**src/rtl/reg_write_arbiter.sv**
```systemverilog
// Write-port arbiter for a Reg8bit bank: three requesters share one D bus and
// per-register En strobes, with a clear sweep. Build option: REG_ARB_FIXED_PRIO_EN.
module reg_write_arbiter #(
  parameter int WIDTH = 8,
  parameter int NREG  = 4
) (
  input  logic               CLK,
  input  logic               CLR_n,
  input  logic [2:0]         req,
  input  logic [5:0]         wr_addr,
  input  logic [3*WIDTH-1:0] wr_data,
  input  logic               clr_req,
  output logic [2:0]         gnt,
  output logic [NREG-1:0]    reg_en,
  output logic               reg_clr,
  output logic [WIDTH-1:0]   reg_d,
  output logic               busy,
  output logic [2:0]         dbg_state_o
);

  // Handshake: a requester raises req[i] with wr_addr/wr_data stable and holds
  // them until it observes gnt[i]; gnt[i] is a one-cycle pulse and the bank
  // captures reg_d into the strobed register on the following edge.

  typedef enum logic [0:0] {
    CLEAR = 1'b0,
    RUN   = 1'b1
  } state_t;

  state_t             state_q, state_d;
  logic [1:0]         cnt_q, cnt_d;
  logic [2:0]         gnt_q, gnt_d;
  logic [NREG-1:0]    reg_en_q, reg_en_d;
  logic               reg_clr_q, reg_clr_d;
  logic [WIDTH-1:0]   reg_d_q, reg_d_d;
  logic               busy_q, busy_d;

  logic [2:0]         eligible;
  logic [1:0]         sel;
  logic               sel_valid;
  logic [1:0]         sel_addr;
  logic [WIDTH-1:0]   sel_data;

  // A requester whose grant is high this cycle cannot be picked again now.
  assign eligible = req & ~gnt_q;

`ifdef REG_ARB_FIXED_PRIO_EN
  always_comb begin
    sel       = 2'd0;
    sel_valid = 1'b0;
    for (int k = 2; k >= 0; k--) begin
      if (eligible[k]) begin
        sel       = 2'(k);
        sel_valid = 1'b1;
      end
    end
  end
`else
  logic [1:0] last_q, last_d;
  logic [1:0] cand;

  // Walk downward so the candidate nearest after last_q is the one kept.
  always_comb begin
    sel       = 2'd0;
    sel_valid = 1'b0;
    cand      = 2'd0;
    for (int k = 3; k >= 1; k--) begin
      cand = 2'((int'(last_q) + k) % 3);
      if (eligible[cand]) begin
        sel       = cand;
        sel_valid = 1'b1;
      end
    end
  end

  always_comb begin
    last_d = last_q;
    if (state_q == RUN && !clr_req && sel_valid) begin
      last_d = sel;
    end
  end

  always_ff @(posedge CLK or negedge CLR_n) begin
    if (!CLR_n) begin
      last_q <= 2'd2;
    end else begin
      last_q <= last_d;
    end
  end
`endif

  assign sel_addr = wr_addr[int'(sel)*2 +: 2];
  assign sel_data = wr_data[int'(sel)*WIDTH +: WIDTH];

  always_comb begin
    state_d   = state_q;
    cnt_d     = cnt_q;
    gnt_d     = 3'b000;
    reg_en_d  = '0;
    reg_clr_d = 1'b0;
    reg_d_d   = reg_d_q;
    busy_d    = busy_q;
    case (state_q)
      CLEAR: begin
        reg_en_d  = NREG'(1) << cnt_q;
        reg_clr_d = 1'b1;
        reg_d_d   = '0;
        busy_d    = 1'b1;
        cnt_d     = cnt_q + 2'd1;
        if (cnt_q == 2'd3) begin
          state_d = RUN;
        end
      end
      RUN: begin
        busy_d = 1'b0;
        if (clr_req) begin
          // Soft clear wins over any pending write this cycle.
          cnt_d   = 2'd0;
          state_d = CLEAR;
          busy_d  = 1'b1;
        end else if (sel_valid) begin
          gnt_d    = 3'b001 << sel;
          reg_en_d = NREG'(1) << sel_addr;
          reg_d_d  = sel_data;
        end
      end
      default: begin
        state_d = CLEAR;
        cnt_d   = 2'd0;
        busy_d  = 1'b1;
      end
    endcase
  end

  always_ff @(posedge CLK or negedge CLR_n) begin
    if (!CLR_n) begin
      state_q   <= CLEAR;
      cnt_q     <= 2'd0;
      gnt_q     <= 3'b000;
      reg_en_q  <= '0;
      reg_clr_q <= 1'b0;
      reg_d_q   <= '0;
      busy_q    <= 1'b1;
    end else begin
      state_q   <= state_d;
      cnt_q     <= cnt_d;
      gnt_q     <= gnt_d;
      reg_en_q  <= reg_en_d;
      reg_clr_q <= reg_clr_d;
      reg_d_q   <= reg_d_d;
      busy_q    <= busy_d;
    end
  end

  assign gnt         = gnt_q;
  assign reg_en      = reg_en_q;
  assign reg_clr     = reg_clr_q;
  assign reg_d       = reg_d_q;
  assign busy        = busy_q;
  assign dbg_state_o = {state_q, cnt_q};

endmodule

```
**config.mk**
```make
export PLATFORM = sky130hd
export DESIGN_NAME = reg_write_arbiter
export DESIGN_NICKNAME = d
export VERILOG_FILES = /design/src/rtl/reg_write_arbiter.sv
export SDC_FILE = /design/constraint.sdc
export NUM_CORES = 1
export LEC_CHECK = 0
export BUFFER_PORTS_ARGS = -buffer_cell sky130_fd_sc_hd__buf_2
export CAP_MARGIN = 20
export CELL_PAD_IN_SITES_DETAIL_PLACEMENT = 1
export CELL_PAD_IN_SITES_GLOBAL_PLACEMENT = 2
export CORE_MARGIN = 4
export CORE_UTILIZATION = 28
export CTS_BUF_LIST = sky130_fd_sc_hd__clkbuf_4 sky130_fd_sc_hd__clkbuf_8
export CTS_CLUSTER_DIAMETER = 30
export DETAILED_ROUTE_END_ITERATION = 10
export PLACE_DENSITY = 0.84
export REMOVE_ABC_BUFFERS = 1
export SLEW_MARGIN = 0
export SYNTH_ARGS = -nofsm -noshare
export SYNTH_HDL_FRONTEND = slang
export SYNTH_SLANG_ARGS = --single-unit
export TNS_END_PERCENT = 100
```
**constraint.sdc**
```tcl
create_clock -name CLK -period 2.6 [get_ports CLK]
set_clock_uncertainty 0.15 [all_clocks]
set_input_delay 0.26 -clock CLK [delete_from_list [all_inputs] [get_ports CLK]]
set_output_delay 0.26 -clock CLK [all_outputs]
set_load 0.1 [all_outputs]
```
==> results.txt, run 1 <==
* Run status: completed
- In this run the critical register-to-register path is captured at reg_en[1]$_DFF_PN0_.
- A synthesized cell averages 10.6 um^2.
- Number of warning messages in the yosys log: 0
* PnR worst setup slack: 0.108 ns
* Horizontal extent of the die: 73.8 um
* Actual slew at the worst max-slew pin: 0.493 ns
- After detailed routing, the number of vias per cell comes to 4.90.
- Counting instances, the worst hold path has a depth of 2.
* Wire length of the first global-routing pass: 5910 um
- In this run the worst hold path is classified as in -> reg.
- Detailed-route wire length per cell: 15.7 um
- In the final layout, the share of cells above drive strength 1 is 42.6%.
- No sink is reached through more buffers than the 2 on the longest clock path.
- Placeable core area: 4090 um^2
* Number of global-route vias before repair: 1,227
* All-Layer GR Usage: 14.1%
* Hold violation total from the final report: 0
- The floorplan step set the die height to 73.8 um.
- In this run, the number of DRC markers left after iteration 0 of detailed routing was 42.
- Worst r2r src: last_q[1]$_DFFE_PN1P_
* Number of buffers inserted to repair setup after CTS: 0
- Timing would allow up to 401 MHz.
- Detailed-route via count: 1,107
- For this design the ratio of total power to cell area is 1420 nW/um^2.
- The worst setup path is captured at a flip-flop.
- Of all nets on the critical path, the largest fanout is 9.
- For this run, the leading register cell type out of synthesis is sky130_fd_sc_hd__dfrtp_1.
* R2R depth: 8
- Total cell area at the placement stage: 1570 um^2
* Number of sinks handled by clock tree synthesis: 22
- Synthesis produced a netlist whose cell count is 115.
* Diode insertion count for antenna repair: 0
* Routability cong.: 0.814
- Data required time at the worst endpoint: 2.61 ns
- Input and output buffers added on the ports amount to 55.
- Total Wirelength: 3560 um
- CTS H-Tree Depth: 1
- Area of all placed cells without fillers: 1670 um^2
- Setup violations remaining at the end of the flow were counted as 0.
- TritonCTS built the clock tree.
* CP Data Arrival Time: 2.50 ns
- The setup path with the least slack is of type reg -> reg.
- Post-route DRC: 0
- CP Launch Type: flip-flop
- For this design the static power due to leakage is 0.875 nW.
* Post-layout net count: 219
- The later pin in the worst-skew pair is clocked with a latency of 0.26 ns.
* Combined area of all synthesized cells: 1210 um^2
- The count of cells in the finished layout, fillers not included, comes to 226.
- Pin count of the biggest net entering global routing: 23
- Time the worst path needs with I/O delays and setup: 2.49 ns
- Startpoint of the lowest-slack hold path: clr_req
- Hold endpoint: cnt_q[1]$_DFFE_PN0P_
* DRT Pass-1 Iters: 3
- The tool flagged a number of max-cap violations equal to 0.
* Number of rows created at floorplan: 23
* Io pins: 56
- Flop-to-flop setup slack: 0.11 ns
- Sequential element share of the synthesized area: 45.6%
- HPWL reported at the end of detailed placement: 2920 um
* Area overhead of the layout relative to synthesis: 37.5%
* Post-Place Setup Slack: 0.0662 ns
- Final Total Pwr: 2.38 mW
- Once the floorplan was initialized, standard cells occupied 29.7% of the core.
* Total clock buffers created by CTS: 3
* Total negative slack for setup checks: 0 ns
- Synthesis-stage register bit count: 22
- The final critical path takes up 95.8% of the cycle.
* Count of pins over their slew limit: 0
* Peak ir drop on the vdd network: 0.000481 V
* Number of nets with antenna violations after detailed routing: 0
* EDFF count, synth: 0
* Cell count after placement: 221
- After synthesis, the share of flip-flops with an asynchronous set or reset is 100%.
* Count of unique library cells instantiated by Yosys: 36
- Clock-pin slew of the registers on the worst-case setup and hold paths: 0.09 ns
- The floorplan step defined a die boundary enclosing 5450 um^2.
* Number of antenna violations at the first check in global routing: 0
- The root buffer cell chosen for the clock tree is sky130_fd_sc_hd__clkbuf_8.
* Relative slew slack: 67.2%
- Summed over all layers, the global routing overflow is 0.
-- what timing repair did --
| item | CTS | global route |
|---|---|---|
| resized for setup | 0 | 4 |
| setup endpoints to repair | 0 | 8 |
| hold endpoints to repair | 20 | 0 |
| hold buffers | 1 | 0 |
-- how the worst max path moves through the flow --
stage / startpoint / end / slack [ns]
final: last_q[1]$_DFFE_PN1P_ / reg_en[1]$_DFF_PN0_ / 0.11
after global routing: last_q[1]$_DFFE_PN1P_ / reg_en[1]$_DFF_PN0_ / -0.0006
after CTS: last_q[1]$_DFFE_PN1P_ / reg_en[3]$_DFF_PN0_ / 0.04
after detailed placement: last_q[1]$_DFFE_PN1P_ / reg_en[3]$_DFF_PN0_ / 0.07
after global placement: last_q[1]$_DFFE_PN1P_ / reg_en[3]$_DFF_PN0_ / 0.15
after floorplan: gnt[1]$_DFF_PN0_ / reg_d[1]$_DFFE_PN0P_ / -0.15
-- synth_stat cells, types with 2 or more instances --
cell type,count,area [um^2]
sky130_fd_sc_hd__o21bai_1,2,15.0
sky130_fd_sc_hd__mux2i_1,2,20.0
sky130_fd_sc_hd__nand2b_1,2,12.5
sky130_fd_sc_hd__dfstp_2,2,52.6
sky130_fd_sc_hd__a211oi_2,2,25.0
sky130_fd_sc_hd__buf_2,4,20.0
sky130_fd_sc_hd__a22oi_1,7,52.6
sky130_fd_sc_hd__dfrtp_1,20,500
sky130_fd_sc_hd__a22o_1,12,105
sky130_fd_sc_hd__inv_1,13,48.8
sky130_fd_sc_hd__and2b_1,2,15.0
sky130_fd_sc_hd__ha_1,6,75.1
sky130_fd_sc_hd__o21ai_0,10,50.1
sky130_fd_sc_hd__nand2_1,4,15.0
sky130_fd_sc_hd__and2_1,4,25.0
sky130_fd_sc_hd__nor2_1,3,11.3
-- per-layer routing --
| layer | track usage, % | share of wire, % | vias up |
|---|---|---|---|
| met5 | 0 | 0 | - |
| met4 | 4.83 | 0.96 | 0 |
| met3 | 3.15 | 7.7 | 2 |
| met2 | 23.5 | 49 | 38 |
| met1 | 17.7 | 43 | 536 |
| li1 | - | - | 531 |
-- layout make-up --
class / instances / area [um^2]
Clock buffer: 3 / 41.3
Clock inverter: 1 / 30.0
Fill cell: 504 / 2420
Inverter: 14 / 52.6
Multi-Input combinational cell: 74 / 599
Sequential cell: 22 / 553
Tap cell: 50 / 62.6
Timing Repair Buffer: 62 / 330
-- state kept, by name, indices dropped and copies added (netlist names) --
signal	cells
gnt	3
busy	1
reg_d	8
reg_clr	1
cnt_q	2
last_q	2
reg_en	4
state_q	1
-- per-stage QoR --
step / util, % / hold WS, ns
2_1_floorplan: - / -0.186
3_3_place_gp: 38.4 / 0.0928
3_5_place_dp: 38.4 / 0.108
4_1_cts: 40.4 / 0.0897
5_1_grt: 40.8 / 0.0971
6_report: 40.8 / 0.0890
-- worst max-delay path, stage by stage (launching register included) --
cell	delay [ns]
sky130_fd_sc_hd__dfstp_2	0.54
sky130_fd_sc_hd__inv_1	0.05
sky130_fd_sc_hd__ha_1	0.27
sky130_fd_sc_hd__maj3_2	0.32
sky130_fd_sc_hd__o211a_1	0.31
sky130_fd_sc_hd__or2_0	0.25
sky130_fd_sc_hd__buf_4	0.16
sky130_fd_sc_hd__o21a_1	0.18
sky130_fd_sc_hd__a22o_1	0.17
-- where the power goes --
group	switching [mW]	internal, mW
Combinational	1.14	0.402
Sequential	0.0613	0.453
Clock	0.115	0.206
-- logic make-up after synthesis --
logic type               count (synthesis)  share of synthesized area [%]
adder cells (fa/ha/maj)                  8                           7.94
AND/OR/NAND/NOR                         21                           11.1
multiplexers                             3                           2.58
AO/OA/AOI/OAI                           42                           26.2
flip-flops                              22                           45.6
buffers and inverters                   19                           6.60
-- cells in the final DEF, fill, tap and decap left out, types with 3 or more instances in the layout --
master | Yosys | layout
sky130_fd_sc_hd__a22o_1 | 12 | 12
sky130_fd_sc_hd__a22oi_1 | 7 | 7
sky130_fd_sc_hd__and2_1 | 4 | 4
sky130_fd_sc_hd__buf_2 | 4 | 55
sky130_fd_sc_hd__buf_4 | 1 | 6
sky130_fd_sc_hd__clkbuf_8 | 0 | 3
sky130_fd_sc_hd__dfrtp_1 | 20 | 20
sky130_fd_sc_hd__ha_1 | 6 | 6
sky130_fd_sc_hd__inv_1 | 13 | 13
sky130_fd_sc_hd__nand2_1 | 4 | 4
sky130_fd_sc_hd__nor2_1 | 3 | 3
sky130_fd_sc_hd__o21ai_0 | 10 | 9
Power figures use the tool's default switching activity.
==> inputs of run 2 (changes only) <==
Settings changed: TNS_END_PERCENT 100 to unset.
Clock period 2.6 ns to 2.78 ns, I/O delays scaled along.
==> run 2 against run 1 <==
Net effect:
- first-iteration DRC count is 21% lower
- global-route usage is 0.21 points lower
- routed wire length is 0.51% higher
- fmax is 2.0% lower
- sequential share of layout area is 0.84 points higher
- power is 9.2% lower
==> results.txt, run 2 (synthesized netlist as in run 1, its figures left out) <==
* Max FFs per register: 8 (unchanged)
- The slowest stage of the critical path belongs to the cell sky130_fd_sc_hd__dfstp_2.
- The number of nets still failing antenna checks after routing came to 0 (unchanged).
- Post-layout net count: 216 (-1.4%)
- Data required time at the worst endpoint: 2.78 ns (+0.17 ns)
- Number of rows created at floorplan: 23 (unchanged)
- The flow ran to the end, and the final reports show no timing, DRC or antenna violations.
- The critical path goes through ha_1, and2_1, o21ai_0, o211a_1, or2_0, o21ai_0, a22o_1.
* Finished Core Util: 39.8% (-1.0 points)
- Max Freq: 393 MHz (-2.0%)
- The total met3 wirelength after detailed routing is 325 um (+19%).
- Effective utilization at floorplan: 29.7% (unchanged)
- The power density of the placed cells was 1330 nW/um^2 (-6.9%).
- The number of global-route vias before repair came to 1,244 (+1.4%).
- The share of the clock period used by the worst path came to 91.5% (-4.3 points).
* Placeable core area: 4090 um^2 (unchanged)
- The post-route cell area came to 1630 um^2 (-2.5%).
- CP Launch Type: flip-flop
- Relative to the synthesized area, the layout overhead comes to 34.1%.
- Number of sinks handled by clock tree synthesis: 22 (unchanged)
* Total cell area at the placement stage: 1550 um^2 (-1.4%)
* Count of pins over their slew limit: 0 (unchanged)
* CTS H-Tree Depth: 1 (unchanged)
* All-Layer GR Usage: 13.8% (-0.21 points)
- Pin count of the biggest net entering global routing: 23 (unchanged)
- The number of remaining DRC errors was 0 (unchanged).
- Type of destination of the critical path: flip-flop
- Horizontal extent of the die: 73.8 um (unchanged)
- The floorplan die area came to 5450 um^2 (unchanged).
- Io pins: 56 (unchanged)
* Final hold slack: 0.103 ns (+0.0135 ns)
- Share of layout cells above drive strength 1: 41.0% (-1.6 points)
- Unrepaired setup endpoints after global routing: false
- The static leakage came to 0.857 nW (-2.0%).
* Time the worst path needs with I/O delays and setup: 2.54 ns (+0.0516 ns)
* Max Cap Violations: 0 (unchanged)
- Wire length of the first global-routing pass: 5780 um (-2.3%)
* Overall overflow remaining after global route: 0 (unchanged)
* Met2 wirelength from detailed routing: 1710 um (-1.2%)
* Leading cell type in the layout, fill and taps excluded: sky130_fd_sc_hd__buf_2
- The number of buffers inserted by port buffering was 55 (unchanged).
- Diode insertion count for antenna repair: 0 (unchanged)
- After detailed routing, no signal wire sits above met4.
- Vias/cell: 4.99 (+1.9%)
- Chip height: 73.8 um (unchanged)
- The arrival time reported for the critical path endpoint is 2.54 ns (+0.04 ns).
- DRT Pass-1 Iters: 4 (+1)
- Total Wirelength: 3570 um (+0.51%)
* CTS tree: built
* Clock insertion delay at the later pin of the skew report: 0.26 ns (about the same)
- The total of cells resized after clock tree synthesis was 0 (unchanged).
- The final estimated routing congestion in global placement is 0.808 (-0.71%).
* CP peak stage delay: 0.53 ns (about the same)
* Top library cells by usage in the layout, fill and taps aside: sky130_fd_sc_hd__buf_2 (55), sky130_fd_sc_hd__dfrtp_1 (20), sky130_fd_sc_hd__inv_1 (13), sky130_fd_sc_hd__a22o_1 (12), sky130_fd_sc_hd__o21ai_0 (10)
- Total clock buffers created by CTS: 3 (unchanged)
* Tightest Hold Check Type: in -> reg
- HPWL reported at the end of detailed placement: 2880 um (-1.4%)
* Met1 Wirelength: 1500 um (-1.1%)
* Actual slew at the worst max-slew pin: 0.535 ns (+0.0425 ns)
- The clock-pin slew on the worst setup and hold paths was 0.09 ns (about the same).
* Detailed-route wire length per cell: 16.0 um (+1.9%)
* Number of buffers between clock root and the deepest sink: 2 (unchanged)
- Library cell used as clock root buffer: sky130_fd_sc_hd__clkbuf_8
- Hold violation total from the final report: 0 (unchanged)
- The setup violation total in the final timing report was 0 (unchanged).
* Biggest fanout along the worst timing path: 9 (unchanged)
- Relative slew slack: 64.2% (-3.0 points)
* Final Total Pwr: 2.16 mW (-9.2%)
- The number of design-rule violations left by the first detailed-router iteration was 33 (-21%).
- The sum of negative setup slack came to 0 ns (unchanged).
* Number of antenna violations at the first check in global routing: 0 (unchanged)
- Kind of critical path: reg -> reg
- Detailed-route via count: 1,113 (+0.54%)
* Peak ir drop on the vdd network: 0.000446 V (-7.3%)
- By instance count, the cell type seen most on the critical path is sky130_fd_sc_hd__o21ai_0.
==> run 2: critical path, delay by kind of cell (launching register included) <==
kind            cells  cell delay, ns
compound gates      4            0.85
simple gates        2            0.61
flops               1            0.53
fa+ha+maj           1            0.29
==> run 2: what timing repair did <==
item,in CTS,in global routing
setup buffers,0,0
hold endpoints to repair,20,0
hold buffers,1,0
==> run 2: layout make-up <==
cell class              count  area (um^2)
clock inverters             1         30.0
flip-flops and latches     22          553
repair buffers             59          308
fillers                   498         2460
multi-input cells          74          581
inverters                  14         52.6
well taps                  50         62.6
clock buffers               3         41.3
==> run 2: stage by stage <==
step           setup WS, ns  instances
6_report              0.236        223
5_1_grt              0.0975        223
4_1_cts               0.232        223
3_5_place_dp          0.250        218
3_3_place_gp          0.357        218
2_1_floorplan        0.0271        110
==> run 2: per-layer routing <==
metal  track usage (%)  vias up
met5                 0        -
met4              4.83        0
met3              4.10        2
met2              22.7       43
met1              17.1      541
li1                  -      527
==> run 2: final timing paths <==
check	cells past startpoint	to	slack, ns	startpoint
setup reg to reg	7	reg_d[4]$_DFFE_PN0P_	0.24	last_q[1]$_DFFE_PN1P_
hold / removal	2	cnt_q[1]$_DFFE_PN0P_	0.10	clr_req
setup / recovery	7	reg_d[4]$_DFFE_PN0P_	0.24	last_q[1]$_DFFE_PN1P_
min in group asynchronous	2	reg_d[2]$_DFFE_PN0P_	0.36	CLR_n
max in group asynchronous	2	last_q[1]$_DFFE_PN1P_	1.74	CLR_n
hold reg to reg	1	reg_d[6]$_DFFE_PN0P_	0.36	reg_d[6]$_DFFE_PN0P_
==> run 2: power by group <==
group          switching, mW  internal, mW  total (mW)
Clock                  0.103         0.192       0.296
Sequential            0.0599         0.424       0.484
Combinational           1.04         0.337        1.38
Total                   1.20         0.953        2.16
